$ cat config.mk
export PLATFORM = sky130hd
export DESIGN_NAME = lenbuf_ctrl_flat
export DESIGN_NICKNAME = d
export VERILOG_FILES = /design/src/rtl/lenbuf_ctrl_if.sv /design/src/rtl/lenbuf_ctrl.sv /design/src/flat_wrapper.sv
export SDC_FILE = /design/constraint.sdc
export NUM_CORES = 1
export LEC_CHECK = 0
export CAP_MARGIN = 10
export CORE_ASPECT_RATIO = 0.7
export CORE_MARGIN = 1
export CORE_UTILIZATION = 35
export DETAILED_ROUTE_END_ITERATION = 12
export SKIP_CTS_REPAIR_TIMING = 1
export SYNTH_ARGS = -nofsm -noshare
export SYNTH_HDL_FRONTEND = slang
export SYNTH_SLANG_ARGS = --single-unit
$ cat constraint.sdc
create_clock -name clk -period 4.6 [get_ports clk]
set_input_delay 1.15 -clock clk [delete_from_list [all_inputs] [get_ports clk]]
set_output_delay 1.15 -clock clk [all_outputs]
set_load 0.01 [all_outputs]
$ cat src/rtl/lenbuf_ctrl_if.sv
// lenbuf_ctrl_if: code-length stream from lenbuf_ctrl to the Huffman table builder.
interface lenbuf_ctrl_if;
  logic       out_vld;
  logic       out_rdy;
  logic [3:0] out_len;
  logic [8:0] out_sym;
  logic       out_tbl;
  logic       out_last;
  modport master(output out_vld, out_len, out_sym, out_tbl, out_last, input out_rdy);
  modport slave(input out_vld, out_len, out_sym, out_tbl, out_last, output out_rdy);
endinterface

$ cat src/rtl/lenbuf_ctrl.sv
// lenbuf_ctrl: fills the code-length buffer from the extractor, then streams lit/len and distance lengths.
// LENBUF_STAT_EN adds lit_nz/dst_nz nonzero-length counts and rejects an all-zero lit table.
module lenbuf_ctrl #(
  parameter int AW = 9,
  parameter int DW = 5
) (
  input  logic          clk,
  input  logic          rst_n,
  input  logic          start,
  input  logic [4:0]    hlit,
  input  logic [4:0]    hdist,
  output logic          ext_en,
  input  logic          winc,
  input  logic [AW-1:0] buff_addr,
  input  logic [DW-1:0] buff_data,
  input  logic          finish,
  output logic          mem_we,
  output logic          mem_re,
  output logic [AW-1:0] mem_addr,
  output logic [DW-1:0] mem_wdata,
  input  logic [DW-1:0] mem_rdata,
  lenbuf_ctrl_if.master o,
  output logic          busy,
  output logic          done,
  output logic          err
`ifdef LENBUF_STAT_EN
  ,
  output logic [8:0]    lit_nz,
  output logic [5:0]    dst_nz
`endif
);
  typedef enum logic [2:0] {IDLE, FILL, RD, OUT, DONE, ERR} state_t;
  state_t state_q, state_d;
  logic [AW-1:0] n_lit_q, n_lit_d, n_dst_q, n_dst_d, wr_cnt_q, wr_cnt_d, idx_q, idx_d;
  logic tbl_q, tbl_d, vld_q, vld_d, cap_q, cap_d, last_q, last_d, err_q, err_d, done_q, done_d;
  logic [3:0] len_q, len_d, len_c;
  logic [AW-1:0] total, n_tbl, wr_nxt;
  logic idle, bad, hs, lit_zero, unused_rdata;
  assign idle = state_q inside {IDLE, DONE, ERR};
  assign total = n_lit_q + n_dst_q;
  assign n_tbl = tbl_q ? n_dst_q : n_lit_q;
  assign ext_en = state_q == FILL;
  assign mem_re = state_q == RD;
  assign busy = !idle;
  assign bad = winc && (buff_addr >= total || buff_data > DW'(15));
  assign mem_we = ext_en && winc && !bad;
  assign mem_addr = ext_en ? buff_addr : mem_re ? idx_q + (tbl_q ? n_lit_q : '0) : '0;
  assign mem_wdata = ext_en ? buff_data : '0;
  assign wr_nxt = wr_cnt_q + AW'(mem_we);
  assign hs = vld_q && o.out_rdy;
  // RAM data is only guaranteed in the first OUT cycle; it is captured there and held after.
  assign len_c = cap_q ? mem_rdata[3:0] : len_q;
  assign unused_rdata = ^mem_rdata[DW-1:4];
  assign o.out_vld = vld_q;
  assign o.out_len = len_c;
  assign o.out_sym = 9'(idx_q);
  assign o.out_tbl = tbl_q;
  assign o.out_last = last_q;
  assign done = done_q;
  assign err = err_q;
  always_comb begin
    state_d = state_q;
    n_lit_d = n_lit_q;
    n_dst_d = n_dst_q;
    wr_cnt_d = wr_cnt_q;
    idx_d = idx_q;
    tbl_d = tbl_q;
    vld_d = vld_q;
    last_d = last_q;
    err_d = err_q;
    cap_d = 1'b0;
    done_d = 1'b0;
    len_d = len_c;
    if (start && idle) begin
      state_d = FILL;
      n_lit_d = AW'(257) + AW'(hlit);
      n_dst_d = AW'(hdist) + AW'(1);
      wr_cnt_d = '0;
      idx_d = '0;
      tbl_d = 1'b0;
      err_d = 1'b0;
    end else begin
      case (state_q)
        FILL: begin
          wr_cnt_d = wr_nxt;
          state_d = bad ? ERR : finish ? (wr_nxt == total ? RD : ERR) : FILL;
        end
        RD: begin
          state_d = OUT;
          vld_d = 1'b1;
          cap_d = 1'b1;
          last_d = idx_q == n_tbl - AW'(1);
        end
        OUT: if (hs) begin
          vld_d = 1'b0;
          if (!last_q) begin
            idx_d = idx_q + AW'(1);
            state_d = RD;
          end else if (!tbl_q) begin
            tbl_d = 1'b1;
            idx_d = '0;
            state_d = lit_zero ? ERR : RD;
          end else begin
            done_d = 1'b1;
            state_d = DONE;
          end
        end
        default: ;
      endcase
    end
    if (state_d == ERR) err_d = 1'b1;
  end
  always_ff @(posedge clk or negedge rst_n)
    if (!rst_n) begin
      state_q <= IDLE;
      n_lit_q <= '0;
      n_dst_q <= '0;
      wr_cnt_q <= '0;
      idx_q <= '0;
      tbl_q <= 1'b0;
      vld_q <= 1'b0;
      cap_q <= 1'b0;
      last_q <= 1'b0;
      err_q <= 1'b0;
      done_q <= 1'b0;
      len_q <= '0;
    end else begin
      state_q <= state_d;
      n_lit_q <= n_lit_d;
      n_dst_q <= n_dst_d;
      wr_cnt_q <= wr_cnt_d;
      idx_q <= idx_d;
      tbl_q <= tbl_d;
      vld_q <= vld_d;
      cap_q <= cap_d;
      last_q <= last_d;
      err_q <= err_d;
      done_q <= done_d;
      len_q <= len_d;
    end
`ifdef LENBUF_STAT_EN
  logic [8:0] lit_nz_q, lit_nz_d;
  logic [5:0] dst_nz_q, dst_nz_d;
  always_comb begin
    lit_nz_d = lit_nz_q;
    dst_nz_d = dst_nz_q;
    if (start && idle) begin
      lit_nz_d = '0;
      dst_nz_d = '0;
    end else if (state_q == OUT && hs && len_c != 4'd0) begin
      lit_nz_d = tbl_q ? lit_nz_q : lit_nz_q + 9'd1;
      dst_nz_d = tbl_q ? dst_nz_q + 6'd1 : dst_nz_q;
    end
  end
  always_ff @(posedge clk or negedge rst_n)
    if (!rst_n) begin
      lit_nz_q <= '0;
      dst_nz_q <= '0;
    end else begin
      lit_nz_q <= lit_nz_d;
      dst_nz_q <= dst_nz_d;
    end
  assign lit_nz = lit_nz_q;
  assign dst_nz = dst_nz_q;
  assign lit_zero = lit_nz_d == '0;
`else
  assign lit_zero = 1'b0;
`endif
endmodule

$ cat src/flat_wrapper.sv
// flat-port wrapper written by rule: the top's interface ports become plain ports
module lenbuf_ctrl_flat 
#(
  parameter int AW = 9,
  parameter int DW = 5
)
  (clk, rst_n, start, hlit, hdist, ext_en, winc, buff_addr, buff_data, finish, mem_we, mem_re, mem_addr, mem_wdata, mem_rdata, busy, done, err, o_out_vld, o_out_len, o_out_sym, o_out_tbl, o_out_last, o_out_rdy);
  lenbuf_ctrl_if o_i ();
  input  logic clk;
  input  logic rst_n;
  input  logic start;
  input  logic [4:0] hlit;
  input  logic [4:0] hdist;
  output logic ext_en;
  input  logic winc;
  input  logic [AW-1:0] buff_addr;
  input  logic [DW-1:0] buff_data;
  input  logic finish;
  output logic mem_we;
  output logic mem_re;
  output logic [AW-1:0] mem_addr;
  output logic [DW-1:0] mem_wdata;
  input  logic [DW-1:0] mem_rdata;
  output logic busy;
  output logic done;
  output logic err;
  output wire logic [$bits(o_i.out_vld)-1:0] o_out_vld;
  output wire logic [$bits(o_i.out_len)-1:0] o_out_len;
  output wire logic [$bits(o_i.out_sym)-1:0] o_out_sym;
  output wire logic [$bits(o_i.out_tbl)-1:0] o_out_tbl;
  output wire logic [$bits(o_i.out_last)-1:0] o_out_last;
  input wire logic [$bits(o_i.out_rdy)-1:0] o_out_rdy;
  assign o_out_vld = o_i.out_vld;
  assign o_out_len = o_i.out_len;
  assign o_out_sym = o_i.out_sym;
  assign o_out_tbl = o_i.out_tbl;
  assign o_out_last = o_i.out_last;
  assign o_i.out_rdy = o_out_rdy;
  lenbuf_ctrl #(.AW(AW), .DW(DW)) u_core (.clk(clk), .rst_n(rst_n), .start(start), .hlit(hlit), .hdist(hdist), .ext_en(ext_en), .winc(winc), .buff_addr(buff_addr), .buff_data(buff_data), .finish(finish), .mem_we(mem_we), .mem_re(mem_re), .mem_addr(mem_addr), .mem_wdata(mem_wdata), .mem_rdata(mem_rdata), .o(o_i), .busy(busy), .done(done), .err(err));
endmodule
# Yosys cells after proc, flatten, opt, wreduce, memory -nomap -nowiden
# Cells that the tools add are included.
dict set report totals {
  ff_bits 49
  in_bits 35
  out_inout_bits 36
  word_cells 88
}
dict set report op_classes {
  addsub 7
  n_lt_le_gt_ge 2
  eq_ne 10
  mux 36
  bitwise 1
  n_reduce_logical 20
}
# op count
set ops {}
lappend ops {{$mux W9} 11}
lappend ops {{$mux W3} 7}
lappend ops {{$add A9 B9 Y9} 2}
lappend ops {{$eq A9 B9 Y1} 2}
lappend ops {{$mux W1} 14}
lappend ops {{$reduce_bool A2 Y1} 6}
lappend ops {{$add A9 B1 Y9} 1}
lappend ops {{$add A9 B1 Y9 const B} 1}
lappend ops {{$add A9 B5 Y9 const A} 1}
lappend ops {{$eq A3 B3 Y1 const B} 3}
lappend ops {{$ge A9 B9 Y1} 1}
lappend ops {{$pmux W3 S3} 1}
lappend ops {{$reduce_and A3 Y1} 3}
lappend ops {{$sub A9 B1 Y9 const B} 1}
lappend ops {{$add A5 B1 Y6 const B} 1}
lappend ops {{$eq A3 B2 Y1 const B} 2}
lappend ops {{$gt A5 B4 Y1 const B} 1}
lappend ops {{$logic_and A1 B1 Y1} 5}
lappend ops {{$mux W5} 1}
lappend ops {{$mux W4} 1}
lappend ops {{$eq A3 B1 Y1 const B} 1}
lappend ops {{$logic_not A3 Y1} 1}
lappend ops {{$ne A3 B3 Y1 const B} 1}
lappend ops {{$reduce_bool A3 Y1} 1}
lappend ops {{6 further kinds} 7}

# Logic depth before layout (Yosys ltp)
# Gate-level depths: netlist (run 1).
dict set report logic_depth {
  depth_word 15
  depth_mapped 21
  mapped_depth_nobuf 20
}

# Least setup slack after synthesis (run 1)
# No wires, ideal clock.
dict set report synth_timing {
  path_kind {register to register}
  startpoint {register u_core.n_dst_q[1]}
  endpoint {register u_core.err_q (netlist: u_core.err)}
  setup_ns 0.135
  arrival_time_ns 4.109
  required_time_ns 4.465
  path_slack_ns 0.356
  path_stages_with_launch 22
  path_buffers 1
  synth_period_minus_slack_ns 4.244
  path_cell_list {dfrtp_1 -> ha_1 -> a211oi_1 -> o21bai_1 -> a21oi_1 -> xnor2_1 -> inv_1 -> ha_1 -> a21o_1 -> a211oi_1 -> o21ai_1 -> a21oi_1 -> ha_1 -> ha_1 -> and3_1 -> buf_4 -> and3_4 -> xnor2_1 -> nor4_2 -> nand4_1 -> nor4_2 -> o41ai_1}
}
dict set report synth_via {
  elab_chain_len 15
  elab_cells_between_ends 16
  cone_classes {add/sub: 2; order compare: 1; eq/ne: 2; mux: 6; reduce/logical: 5}
}
# element line
set synth_lines {}
lappend synth_lines {{start, declared} lenbuf_ctrl.sv:34} ;# logic [AW-1:0] n_lit_q, n_lit_d, n_dst_q, n_dst_d, wr_cnt_q, wr_cnt_d, idx_q, idx_d;
lappend synth_lines {{start signal, assigned} lenbuf_ctrl.sv:130} ;# n_dst_q <= n_dst_d;
lappend synth_lines {{$add A9 B9 Y9 (*)} lenbuf_ctrl.sv:40} ;# assign total = n_lit_q + n_dst_q;
lappend synth_lines {{$ge A9 B9 Y1 (*)} lenbuf_ctrl.sv:45} ;# assign bad = winc && (buff_addr >= total || buff_data > DW'(15));
lappend synth_lines {{$logic_or A1 B1 Y1 (*)} lenbuf_ctrl.sv:45}
lappend synth_lines {{$logic_and A1 B1 Y1 (*)} lenbuf_ctrl.sv:45}
lappend synth_lines {{$logic_not A1 Y1 (*)} lenbuf_ctrl.sv:46} ;# assign mem_we = ext_en && winc && !bad;
lappend synth_lines {{$logic_and A1 B1 Y1 (*)} lenbuf_ctrl.sv:46}
lappend synth_lines {{net mem_we} flat_wrapper.sv:19} ;# output logic mem_we;
lappend synth_lines {{$add A9 B1 Y9 (*)} lenbuf_ctrl.sv:49} ;# assign wr_nxt = wr_cnt_q + AW'(mem_we);
lappend synth_lines {{$eq A9 B9 Y1 (*)} lenbuf_ctrl.sv:86} ;# state_d = bad ? ERR : finish ? (wr_nxt == total ? RD : ERR) : FILL;
lappend synth_lines {{$mux W3 (*) (3 in series)} lenbuf_ctrl.sv:86}
lappend synth_lines {{$pmux W3 S3 (*)} lenbuf_ctrl.sv:83} ;# case (state_q)
lappend synth_lines {{$mux W3 (*)} lenbuf_ctrl.sv:74} ;# if (start && idle) begin
lappend synth_lines {{$eq A3 B3 Y1 (*)} lenbuf_ctrl.sv:111} ;# if (state_d == ERR) err_d = 1'b1;
lappend synth_lines {{$mux W1 or $reduce_bool A2 Y1 (tied branches)} --}
lappend synth_lines {{end signal, assigned} lenbuf_ctrl.sv:137} ;# err_q <= err_d;
lappend synth_lines {{end, declared} lenbuf_ctrl.sv:35} ;# logic tbl_q, tbl_d, vld_q, vld_d, cap_q, cap_d, last_q, last_d, err_q, err_d, done_q, done_d;
# The timed path passes the listed nets; every way through them passes the cells marked *.
# A chain may end at the register's enable or synchronous reset.

# Worst setup path after layout (run 1)
dict set report layout_timing {
  startpoint {input buff_addr[2]}
  endpoint {output mem_we}
}
dict set report layout_via {
  elab_chain_len 5
}
# element line
set layout_lines {}
lappend layout_lines {{start, declared} flat_wrapper.sv:16} ;# input logic [AW-1:0] buff_addr;
lappend layout_lines {{$ge A9 B9 Y1} lenbuf_ctrl.sv:45}
lappend layout_lines {{$logic_or A1 B1 Y1} lenbuf_ctrl.sv:45}
lappend layout_lines {{$logic_and A1 B1 Y1} lenbuf_ctrl.sv:45}
lappend layout_lines {{$logic_not A1 Y1} lenbuf_ctrl.sv:46}
lappend layout_lines {{$logic_and A1 B1 Y1} lenbuf_ctrl.sv:46}
lappend layout_lines {{end, declared} flat_wrapper.sv:19}
# No other way between the ends.

==> results of run 1 <==
-- layout by cell type (no fill, tap or decap), drive strengths merged, types with 8 or more instances in the layout --
master / instances
clkdlybuf4s50: 68
buf: 25
dfrtp: 44
xnor2: 27
and2: 13
a21oi: 17
o21ai: 38
nand2: 31
nand3: 13
a22o: 11
xor2: 21
nor2: 31
nor3: 8
ha: 26
inv: 12
-- cell type report --
cell class,instances,share of cell area [%]
clock buffers,6,3.09
flip-flops and latches,44,24.5
clock inverters,2,0.223
multi-input cells,300,48.5
inverters,12,1.00
well taps,124,3.45
repair buffers,93,19.2
-- layer usage --
metal	GRT usage [%]	routed length (µm)
met4	5.13	114
met2	28.9	3760
met1	26.8	4490
met5	0	0
met3	3.98	513
-- worst max-delay path, cell delays in order --
cell	delay, ns
clkdlybuf4s50_1	0.44
ha_1	0.33
a21oi_1	0.15
o21ai_1	0.09
a21oi_1	0.22
o21ai_1	0.13
a21oi_2	0.16
buf_4	0.12
clkdlybuf4s50_1	0.52
-- worst paths after layout --
path / start / to / slack [ns] / cells past startpoint
setup / recovery: buff_addr[2] / mem_we / 0.15 / 9
hold / removal: u_core.err / u_core.err / 0.50 / 2
setup reg to reg: u_core.n_lit_q[1] / u_core.err / 0.23 / 22
hold reg to reg: u_core.err / u_core.err / 0.50 / 2
max in group asynchronous: rst_n / u_core.n_dst_q[2] / 2.87 / 1
min in group asynchronous: rst_n / u_core.o.out_sym[3] / 1.05 / 1
-- kinds of logic after synthesis --
group | Yosys count | synth area share [%]
compound gates | 89 | 17.0
buf+inv | 25 | 3.16
mux | 10 | 3.20
simple gates | 125 | 19.0
fa+ha+maj | 28 | 11.1
flops | 44 | 33.5
xor+xnor | 48 | 13.0
-- power groups by stage --
| stage | registers (mW) | clock network [mW] | logic, mW |
|---|---|---|---|
| floorplan | 0.440 | 0 | 0.291 |
| detailed placement | 0.445 | 0 | 0.457 |
| global route | 0.439 | 0.397 | 0.575 |
| global placement | 0.444 | 0 | 0.446 |
| finish | 0.437 | 0.373 | 0.518 |
| CTS | 0.437 | 0.381 | 0.459 |
-- flip-flops by register name, summed over array words and instances, names as in the netlist --
register	cells
u_core.n_lit_q	7
u_core.o.out_tbl	1
u_core.n_dst_q	6
u_core.wr_cnt_q	9
u_core.cap_q	1
u_core.o.out_last	1
u_core.err	1
u_core.done	1
u_core.state_q	3
u_core.o.out_vld	1
u_core.len_q	4
u_core.o.out_sym	9
==> results.yml, run 1 <==
clock_tree:
  cts_tree: "built"
  htree_levels: 2
  cts_sinks: 44
  cts_made_buffers: 5
  cts.path.max_buffers: 2
  clk_pin_slew_ns: 0.06
  clock-root-buffer: "clkbuf_16"
  clkLatencyLatePin_ns: 0.29
layout:
  seqCellArea_mm2: 0.00110
  antenna_cells: 0
  area_growth_pct: 36.8
  drive_gt1_share_pct: 13.6
  multi_input_area_mm2: 0.00218
  final_area_mm2: 0.00450
  fillers: 857
  fin_cells: 581
  utilization_pct: 49.4
  nNetsFinal: 519
logic_synthesis:
  syn_inst: 369
  synth_flop_cell: "dfrtp_1"
  ys_seq_area_share_pct: 33.5
  synth_nets: 432
  syn_avg_cell_area_um2: 8.91
  synth_common_cells: "dfrtp_1, nand2_1, nor2_1"
  ys_async_sr_fraction_pct: 100
  ys_ff_latch: 44
  yosys.area.top_type: "dfrtp_1"
  yosysMostFrequentCell: "dfrtp_1"
  yosys_warnings: 0
  netlist_area_mm2: 0.00329
  synth_top_area_share_pct: 33.5
  synthTopCellsByArea: "dfrtp_1, ha_1, xnor2_1"
  ys_types: 49
  synth_edf_count: 0
routing:
  drtAntennaViolNets: 0
  vias_per_cell: 5.12
  drtIter0Drc: 134
  wl_mm: 8.88
  vias: 2972
  wl_per_cell_um: 15.3
  route.detailed.drc: 0
  drt_first_pass_iters: 5
die:
  rows: 29
  dieWidth_um: 118
  coreArea_mm2: 0.00911
  die_h_um: 83.1
  top_level_ports: 71
  dieArea_mm2: 0.00979
  start_util_pct: 36.1
power_and_ir_drop:
  internal_power_mw: 0.882
  power_leakage_nw: 1.95
  power.total_mw: 1.33
  combPwrFrac_pct: 39.0
  netSwitchingFraction_pct: 33.6
  p_seq_share_pct: 32.9
  power_frac_clock_pct: 28.1
  switchingPower_mw: 0.446
  power_density_mw_per_mm2: 295
  irDropWorstVdd_uv: 171
place:
  dp_worst_setup_slack_ns: -0.0961
  dp.cells: 566
  placed_area_mm2: 0.00420
  portBuffers: 69
  gp_congestion: 0.808
  dp_hpwl_mm: 6.81
timing:
  max_freq_mhz: 224
  finalSetupViolations: 0
  finalCritPeriodShare_pct: 96.8
  worst_pin_slew_ns: 1.09
  relSlewSlack_pct: 27.2
  slew_viol_final: 0
  tns_ns: 0
  setup_slack_ns: 0.145
  finClkSkew_ns: 0.00396
  timing.final.crit_period_ns: 4.45
  whs_ns: 0.499
  finalHoldViolCount: 0
critical_path:
  critical_path_class: "input pin to output port"
  start_kind: "input pin"
  cp-end-kind: "output port"
  critPathArrivalTime_ns: 3.30
  crit_fanout: 2
  cp_data_required_time_ns: 3.45
outcome:
  status: "completed"
global_routing:
  grt_overflow: 0
  grt_max_degree: 45
  antenna_found_initial: 0
  grt_usage_pct: 18.9
  grt_pass1_vias: 2889
  grt_pass1_wl_mm: 14.4
hold_path:
  min-delay-path-class: "register to register"
flow_run:
  cap_viol_max_count: 0
No activity file was read; power rests on OpenSTA's default activity.
==> run 2: changes to the inputs <==
--- a/config.mk
+++ b/config.mk
@@ -7,9 +7,10 @@
 export LEC_CHECK = 0
 export CAP_MARGIN = 10
 export CORE_ASPECT_RATIO = 0.7
-export CORE_MARGIN = 1
-export CORE_UTILIZATION = 35
+export CORE_UTILIZATION = 52
 export DETAILED_ROUTE_END_ITERATION = 12
+export PLACE_DENSITY = 0.82
+export SETUP_SLACK_MARGIN = 0.02
 export SKIP_CTS_REPAIR_TIMING = 1
 export SYNTH_ARGS = -nofsm -noshare
 export SYNTH_HDL_FRONTEND = slang
==> results.yml, run 2 (same netlist as run 1, synthesis figures left out) <==
timing:
  whs_ns: 0.502
  relSlewSlack_pct: 33.9
  worst_pin_slew_ns: 0.991
  finalHoldViolCount: 0
  tns_ns: 0
  finClkSkew_ns: 0.00438
  finalCritPeriodShare_pct: 96.2
  timing.final.crit_period_ns: 4.43
  max_freq_mhz: 226
  setup_slack_ns: 0.174
  finalSetupViolations: 0
  slew_viol_final: 0
die:
  top_level_ports: 71
  dieArea_mm2: 0.00665
  coreArea_mm2: 0.00590
  die_h_um: 68.5
  dieWidth_um: 97.0
  start_util_pct: 55.7
  rows: 23
layout:
  final_area_mm2: 0.00434
  antenna_cells: 0
  nNetsFinal: 517
  final_common_cell: "clkdlybuf4s50_1"
  layout_common_cells: "clkdlybuf4s50_1, dfrtp_1, nor2_1, nand2_1, o21ai_0"
  area_growth_pct: 31.9
  fillers: 439
  drive_gt1_share_pct: 11.5
critical_path:
  start_kind: "register"
  crit_fanout: 4
  cp_data_required_time_ns: 4.78
  cp-end-kind: "register"
  r2r-end: "u_core.err"
  crit_slowest_cell: "dfrtp_1"
  r2r_cells: 22
  r2r_slack_ns: 0.17
  crit_buf_inv: 3
  cp_top_family: "compound AO/OA/AOI/OAI gates"
  crit_chain: "ha_1 -> a211oi_2 -> o21bai_1 -> a21oi_1 -> xnor2_1 -> inv_1 -> ha_1 -> a21o_1 -> a211oi_2 -> o21ai_2 -> a21oi_2 -> buf_4 -> ha_1 -> ha_1 -> and3_4 -> and3_4 -> xnor2_1 -> nor4_2 -> nand4_1 -> nor4_2 -> buf_4 -> o41ai_2"
  r2r_start: "u_core.n_dst_q[1]"
  critPathArrivalTime_ns: 4.61
  cpPeakStageDelay_ns: 0.41
  critical_path_class: "register to register"
  timing.critical_path.mode_cell: "ha_1"
clock_tree:
  clkLatencyLatePin_ns: 0.30
  cts_sinks: 44
  clock-root-buffer: "clkbuf_8"
  cts_tree: "built"
  htree_levels: 2
  cts_made_buffers: 5
  clk_pin_slew_ns: 0.08
  cts.path.max_buffers: 2
routing:
  vias: 3050
  vias_per_cell: 5.77
  drt_first_pass_iters: 4
  route.detailed.drc: 0
  drtIter0Drc: 217
  wl_mm: 8.63
  wl_per_cell_um: 16.3
  drtAntennaViolNets: 0
global_routing:
  antenna_found_initial: 0
  grt_max_degree: 45
  grt_pass1_wl_mm: 13.7
  grt_usage_pct: 26.5
  grt_overflow: 0
  grt_pass1_vias: 2866
place:
  dp_worst_setup_slack_ns: -0.0147
  gp_congestion: 0.889
  portBuffers: 69
  dp_hpwl_mm: 6.56
  placed_area_mm2: 0.00412
hold_path:
  min-delay-path-class: "register to register"
  min_path_cells: 1
  min_to: "u_core.len_q[3]"
  hp-start: "u_core.len_q[3]"
power_and_ir_drop:
  irDropWorstVdd_uv: 213
  power_leakage_nw: 1.92
  power_density_mw_per_mm2: 277
outcome:
  status: "completed"
flow_run:
  cap_viol_max_count: 0
run 2: cell type report:
cell class | count | area, µm² | share of cell area (%)
inverter | 12 | 45.0 | 1.04
clock buffer | 7 | 96.3 | 2.22
sequential | 44 | 1100 | 25.4
tap | 75 | 93.8 | 2.16
timing repair buffer | 91 | 853 | 19.7
multi-input combinational | 300 | 2150 | 49.5
run 2: worst max-delay path by stage:
stage                       from          to  slack [ns]  cells past startpoint
2_1_floorplan  u_core.n_dst_q[1]  u_core.err        0.36                     21
3_3_place_gp        buff_addr[0]  u_core.err        0.03                     18
3_5_place_dp        buff_addr[2]  u_core.err       -0.01                     17
4_1_cts        u_core.n_dst_q[1]      mem_we       -0.25                     13
5_1_grt        u_core.n_dst_q[1]  u_core.err       -0.06                     22
6_report       u_core.n_dst_q[1]  u_core.err        0.17                     22
run 2: routing by layer:
layer  routed length (µm)  vias up  part of all wire [%]  global-route usage [%]
li1                     -     1475                     -                       -
met3                  581       24                   6.7                    4.84
met5                    0        -                     0                       0
met4                  206        0                   2.4                    10.4
met1                 3860     1437                    45                    35.4
met2                 3980      114                    46                    43.8
run 2: power by group:
part	internal, mW	switching, mW	leakage [nW]
Combinational	0.241	0.253	1.29
Sequential	0.412	0.0296	0.578
Clock	0.134	0.133	0.0503
run 2: per-stage QoR:
step                      utilization, %  power, mW  cells
after floorplan                        -      0.731    369
after global placement              69.9      0.872    515
after detailed placement            69.9      0.893    515
after CTS                           71.5       1.16    522
after global routing                73.5       1.29    529
final                               73.5       1.20    529
